`config.mk`:
```
export PLATFORM = sky130hd
export DESIGN_NAME = con_unit
export DESIGN_NICKNAME = d
export VERILOG_FILES = /design/src/rtl/con_pkg.sv /design/src/rtl/con_eval.sv /design/src/rtl/con_unit.sv
export SDC_FILE = /design/constraint.sdc
export NUM_CORES = 1
export LEC_CHECK = 0
export BUFFER_PORTS_ARGS = -buffer_cell sky130_fd_sc_hd__buf_2
export CORE_UTILIZATION = 35
export DETAILED_ROUTE_END_ITERATION = 8
export PLACE_DENSITY_LB_ADDON = 0.15
export SETUP_SLACK_MARGIN = 0.5
export SLEW_MARGIN = 25
export SYNTH_ARGS = -nofsm -noshare
export SYNTH_HDL_FRONTEND = slang
export SYNTH_SLANG_ARGS = --single-unit
```
`constraint.sdc`:
```
create_clock -name clk -period 2.8 [get_ports clk]
set_input_delay 0.14 -clock clk [delete_from_list [all_inputs] [get_ports clk]]
set_output_delay 0.14 -clock clk [all_outputs]
set_load 0.1 [all_outputs]
```
`src/rtl/con_pkg.sv`:
```
// -----------------------------------------------------------------------------
// con_pkg -- shared definitions for the condition unit.
//   cond_e  : condition-select encodings carried in the IR cond field.
//   state_e : control FSM state encoding (IDLE -> EVAL -> HOLD -> IDLE).
// -----------------------------------------------------------------------------
package con_pkg;

    localparam int COND_W = 3;

    typedef enum logic [COND_W-1:0] {
        COND_ZERO    = 3'd0,  // value == 0
        COND_NONZERO = 3'd1,  // value != 0
        COND_POS     = 3'd2,  // MSB == 0
        COND_NEG     = 3'd3,  // MSB == 1
        COND_POS_NZ  = 3'd4,  // MSB == 0 and value != 0
        COND_NEG_Z   = 3'd5,  // MSB == 1 or value == 0
        COND_ALWAYS  = 3'd6,
        COND_NEVER   = 3'd7
    } cond_e;

    typedef enum logic [1:0] {
        ST_IDLE = 2'd0,
        ST_EVAL = 2'd1,
        ST_HOLD = 2'd2
    } state_e;

endpackage

```
`src/rtl/con_eval.sv`:
```
// -----------------------------------------------------------------------------
// con_eval -- combinational branch-condition decode.
//   op   : captured bus value (DATA_W bits); zero test spans every bit,
//          sign is taken from bit DATA_W-1 only.
//   cond : condition-select field (con_pkg::cond_e encoding).
//   flag : 1 when the selected condition holds.
// -----------------------------------------------------------------------------
module con_eval
    import con_pkg::*;
#(
    parameter int DATA_W = 32
) (
    input  logic [DATA_W-1:0] op,
    input  logic [2:0]        cond,
    output logic              flag
);

    logic is_zero_s;
    logic is_neg_s;

    assign is_zero_s = ~(|op);
    assign is_neg_s  = op[DATA_W-1];

    // Select the condition result for the requested encoding.
    always_comb begin
        flag = 1'b0;
        case (cond_e'(cond))
            COND_ZERO:    flag = is_zero_s;
            COND_NONZERO: flag = ~is_zero_s;
            COND_POS:     flag = ~is_neg_s;
            COND_NEG:     flag = is_neg_s;
            COND_POS_NZ:  flag = ~is_neg_s & ~is_zero_s;
            COND_NEG_Z:   flag = is_neg_s | is_zero_s;
            COND_ALWAYS:  flag = 1'b1;
            COND_NEVER:   flag = 1'b0;
            default:      flag = 1'b0;
        endcase
    end

endmodule

```
`src/rtl/con_unit.sv`:
```
// -----------------------------------------------------------------------------
// con_unit -- branch condition unit with capture / evaluate / hold handshake.
//   clk          : system clock, rising edge.
//   clr          : synchronous active-low reset.
//   cond         : condition-select field from the IR.
//   busout       : bus value under test.
//   CONin        : capture strobe (honoured in IDLE, or in HOLD together with ack).
//   con_ack      : control consumed the result (honoured only in HOLD).
//   CONout       : registered branch-taken flag, retained after the handshake.
//   con_valid    : CONout is fresh and unconsumed.
//   busy         : FSM is not in IDLE.
//   taken_cnt    : saturating count of taken evaluations.
//   nottaken_cnt : saturating count of not-taken evaluations.
// Optional feature: the counters exist only when CON_UNIT_STATS_EN is
// defined; otherwise both count ports read constant zero.
// -----------------------------------------------------------------------------
module con_unit
    import con_pkg::*;
#(
    parameter int DATA_W = 32,
    parameter int CNT_W  = 16
) (
    input  logic              clk,
    input  logic              clr,
    input  logic [2:0]        cond,
    input  logic [DATA_W-1:0] busout,
    input  logic              CONin,
    input  logic              con_ack,
    output logic              CONout,
    output logic              con_valid,
    output logic              busy,
    output logic [CNT_W-1:0]  taken_cnt,
    output logic [CNT_W-1:0]  nottaken_cnt
);

    state_e            state_q,  state_d;
    logic [DATA_W-1:0] op_q,     op_d;
    logic [2:0]        cond_q,   cond_d;
    logic              conout_q, conout_d;
    logic              valid_q,  valid_d;
    logic              busy_q,   busy_d;
    logic              flag_s;

    con_eval #(.DATA_W(DATA_W)) u_eval (
        .op   (op_q),
        .cond (cond_q),
        .flag (flag_s)
    );

    // Next-state and datapath decisions for the capture/eval/hold handshake.
    always_comb begin
        state_d  = state_q;
        op_d     = op_q;
        cond_d   = cond_q;
        conout_d = conout_q;
        valid_d  = valid_q;
        case (state_q)
            ST_IDLE: begin
                if (CONin) begin
                    op_d    = busout;
                    cond_d  = cond;
                    state_d = ST_EVAL;
                end else begin
                    state_d = ST_IDLE;
                end
            end
            ST_EVAL: begin
                conout_d = flag_s;
                valid_d  = 1'b1;
                state_d  = ST_HOLD;
            end
            ST_HOLD: begin
                if (con_ack) begin
                    valid_d = 1'b0;
                    // A new strobe alongside the ack skips IDLE entirely.
                    if (CONin) begin
                        op_d    = busout;
                        cond_d  = cond;
                        state_d = ST_EVAL;
                    end else begin
                        state_d = ST_IDLE;
                    end
                end else begin
                    state_d = ST_HOLD;
                end
            end
            default: begin
                state_d = ST_IDLE;
                valid_d = 1'b0;
            end
        endcase
        busy_d = (state_d != ST_IDLE);
    end

    // Control and datapath registers with synchronous active-low clear.
    always_ff @(posedge clk) begin
        if (!clr) begin
            state_q  <= ST_IDLE;
            op_q     <= {DATA_W{1'b0}};
            cond_q   <= 3'd0;
            conout_q <= 1'b0;
            valid_q  <= 1'b0;
            busy_q   <= 1'b0;
        end else begin
            state_q  <= state_d;
            op_q     <= op_d;
            cond_q   <= cond_d;
            conout_q <= conout_d;
            valid_q  <= valid_d;
            busy_q   <= busy_d;
        end
    end

    assign CONout    = conout_q;
    assign con_valid = valid_q;
    assign busy      = busy_q;

`ifdef CON_UNIT_STATS_EN
    localparam logic [CNT_W-1:0] CNT_MAX = {CNT_W{1'b1}};
    localparam logic [CNT_W-1:0] CNT_ONE = {{(CNT_W-1){1'b0}}, 1'b1};

    logic [CNT_W-1:0] taken_q, taken_d;
    logic [CNT_W-1:0] ntaken_q, ntaken_d;

    // One saturating increment per evaluation, steered by the new flag.
    always_comb begin
        taken_d  = taken_q;
        ntaken_d = ntaken_q;
        if (state_q == ST_EVAL) begin
            if (flag_s) begin
                taken_d = (taken_q == CNT_MAX) ? taken_q : taken_q + CNT_ONE;
            end else begin
                ntaken_d = (ntaken_q == CNT_MAX) ? ntaken_q : ntaken_q + CNT_ONE;
            end
        end else begin
            taken_d  = taken_q;
            ntaken_d = ntaken_q;
        end
    end

    // Statistics counter registers.
    always_ff @(posedge clk) begin
        if (!clr) begin
            taken_q  <= {CNT_W{1'b0}};
            ntaken_q <= {CNT_W{1'b0}};
        end else begin
            taken_q  <= taken_d;
            ntaken_q <= ntaken_d;
        end
    end

    assign taken_cnt    = taken_q;
    assign nottaken_cnt = ntaken_q;
`else
    assign taken_cnt    = {CNT_W{1'b0}};
    assign nottaken_cnt = {CNT_W{1'b0}};
`endif

endmodule

```
==> results.toml <==
[timing]
hold_viol_final = 0
period_needed_ns = 1.70
rsz0062_at_grt = "false"
hold_slack_ns = 0.0975
fmax_mhz = 589
final-setup-viol-count = 0
drv_slew = 0
fin_crit_sh_pct = 60.6
fin_tns_setup_ns = 0
max-slew-margin-rel_pct = 60.1
worst_pin_slew_ns = 0.599
finClkSkew_ns = 0.00462
fin_ws_ns = 1.10

[clock_tree]
cts.htree.levels = 2
cts_buffer_depth = 2
root_buffer = "clkbuf_8"
clock_latency_ns = 0.28
cts_num_sinks = 40
cts_tree = "done"
clkTransAtPathRegs_ns = 0.07
post_cts_buffers = 0
hold_buffers = 0
numCtsBuffers = 5
post_cts_resized = 0

[synth]
synth-warning-count = 0
yosysTopAreaCell = "dfxtp_1"
synth.area.top_cells = "dfxtp_1 (44%), nand2_1 (15%), a21boi_0 (14%)"
yosys.area.top_type_share_pct = 44.2
syn_avg_cell_area_um2 = 8.32
synth_cell_types = 27
ys_ff_latch = 40
synth_area_um2 = 1810
ys_seq_area_share_pct = 44.2
synth_cells = 218

[worst_hold_path]
hp-class = "in -> reg"

[worst_setup_path]
crit_path_end = "CONout"
reg2reg_from = "op_q[2]"
end_kind = "flip-flop"
path_max_fanout = 2
cp-startpoint = "op_q[2]"
ff2ff_setup_slack_ns = 1.10
cp.arrival_ns = 1.90
timing.rr.end = "CONout"
critPathKind = "reg -> reg"
critPathLaunchType = "flip-flop"
reg2reg_depth = 6
crit_required_ns = 3.00

[final_layout]
n_fill_cell = 540
drive_gt1_share_pct = 19.8
final_cells = 324
final_cell_mix = "nand2_1 (71), buf_2 (41), dfxtp_1 (40)"
syn2layout_area_growth_pct = 12.4
antennaDiodeCount = 0
nets = 295
layout_commonest_cell = "nand2_1"

[pwr]
power_frac_seq_pct = 46.5
pwr-share-clk_pct = 28.2
p_int_uw = 868
power_mw = 1.34
switching_share_pct = 35.3
switching_power_uw = 474
pwr-share-comb_pct = 25.3
power_density_nw_per_um2 = 659
irDropWorstVdd_mv = 0.256
leakage_nw = 0.884

[global_routing]
grt_antenna_before_repair = 0
grt_pass1_wl_mm = 5.41
busiest_layer = "met2"
track_usage_pct = 13.2
grt-ovfl-total = 0
grt_use_met3_pct = 3.79
use_met1_pct = 15.9
grt_pass1_vias = 1250
use_met2_pct = 21.5
grt_max_degree = 42

[job]
maxCapViolations = 0

[routing]
wire_per_inst_um = 10.0
wirelength_mm = 3.26
num_vias = 1350
drc = 0
drt_first_pass_iters = 5
vias_per_cell = 4.17
ant_nets = 0
first_iter_violations = 44

[placed_design]
place_congestion = 0.646
dp.cells = 316
port_buffers = 41
place_ws_ns = 1.09
dp_hpwl_mm = 2.29

[die]
core_area_um2 = 4850
ioPinCount = 74
initial_core_util_pct = 37.4
die_area_um2 = 5470
std_cell_rows = 25
fp.dieH_um = 74.0
die_w_um = 74.0

[status]
status = "finished clean"
==> per-stage QoR <==
stage	cell area (um^2)	utilization [%]
finish	2040	42.0
global route	2040	42.0
CTS	2040	42.0
detailed placement	1950	40.2
global placement	1950	40.2
floorplan	1930	-
==> registers in the layout (all words and copies together), names as in the netlist <==
signal,count
CONout,1
op_q,32
state_q,2
busy,1
cond_q,3
con_valid,1
==> cell families (layout without fill, tap and decap cells) <==
logic type	Yosys count	after routing	share of synthesized area, %
compound gates	41	41	16.9
buf+inv	44	52	16.0
flops	40	40	44.2
other cells	1	32	0.207
simple gates	92	92	22.7
==> metal layers <==
layer | vias up | routed length, um | part of all wire, %
met3 | 5 | 176 | 5.4
li1 | 730 | - | -
met4 | 0 | 46 | 1.4
met5 | - | 0 | 0
met2 | 43 | 1480 | 45
met1 | 572 | 1560 | 48
==> worst max-delay path, cell delays in order, from the launching register on <==
cell and delay, ns:
dfxtp_1 0.31, nor4_1 0.34, nand4_1 0.16, or4_1 0.48
nand3_1 0.12, nand4b_1 0.11, o221ai_1 0.10
==> cell type report <==
type | instances | area [um^2] | area share (%)
multi-input combinational | 165 | 838 | 41.2
sequential | 40 | 801 | 39.3
timing repair buffer | 43 | 220 | 10.8
clock buffer | 8 | 90.1 | 4.42
tap | 67 | 83.8 | 4.12
inverter | 1 | 3.75 | 0.184
==> cell usage after synthesis <==
cell      instances
a21boi_0         35
nand2b_1          1
or4_1             1
nand3b_1          1
nand3_1           2
nand4b_1          1
inv_1             1
buf_2             1
clkbuf_1          9
o21ai_0           2
o221ai_1          1
nor3b_1           1
clkbuf_4          1
nand2_1          71
o21a_1            1
and2b_1           1
conb_1            1
o211a_1           1
buf_4            32
and3b_1           1
nand4_1           2
o211ai_1          1
dfxtp_1          40
or2_2             1
nor4_2            1
nor4_1            7
and2_1            1
==> worst min-delay path by stage <==
stage                    start    endpoint  slack (ns)  depth (start not counted)
detailed placement  busout[25]    op_q[25]        0.40                          3
finish              busout[25]    op_q[25]         0.1                          3
global placement    busout[24]    op_q[24]        0.40                          3
CTS                 busout[25]    op_q[25]         0.1                          3
floorplan                  clr  state_q[0]        0.28                          1
global route        busout[11]    op_q[11]         0.1                          3
==> power by group through the flow <==
| stage | Sequential, mW | Combinational [mW] | Clock, mW |
|---|---|---|---|
| after floorplan | 0.656 | 0.305 | 0 |
| after global placement | 0.637 | 0.343 | 0 |
| after detailed placement | 0.638 | 0.344 | 0 |
| after CTS | 0.625 | 0.344 | 0.396 |
| after global routing | 0.630 | 0.364 | 0.419 |
| final | 0.624 | 0.340 | 0.378 |
Power figures use the tool's default switching activity.
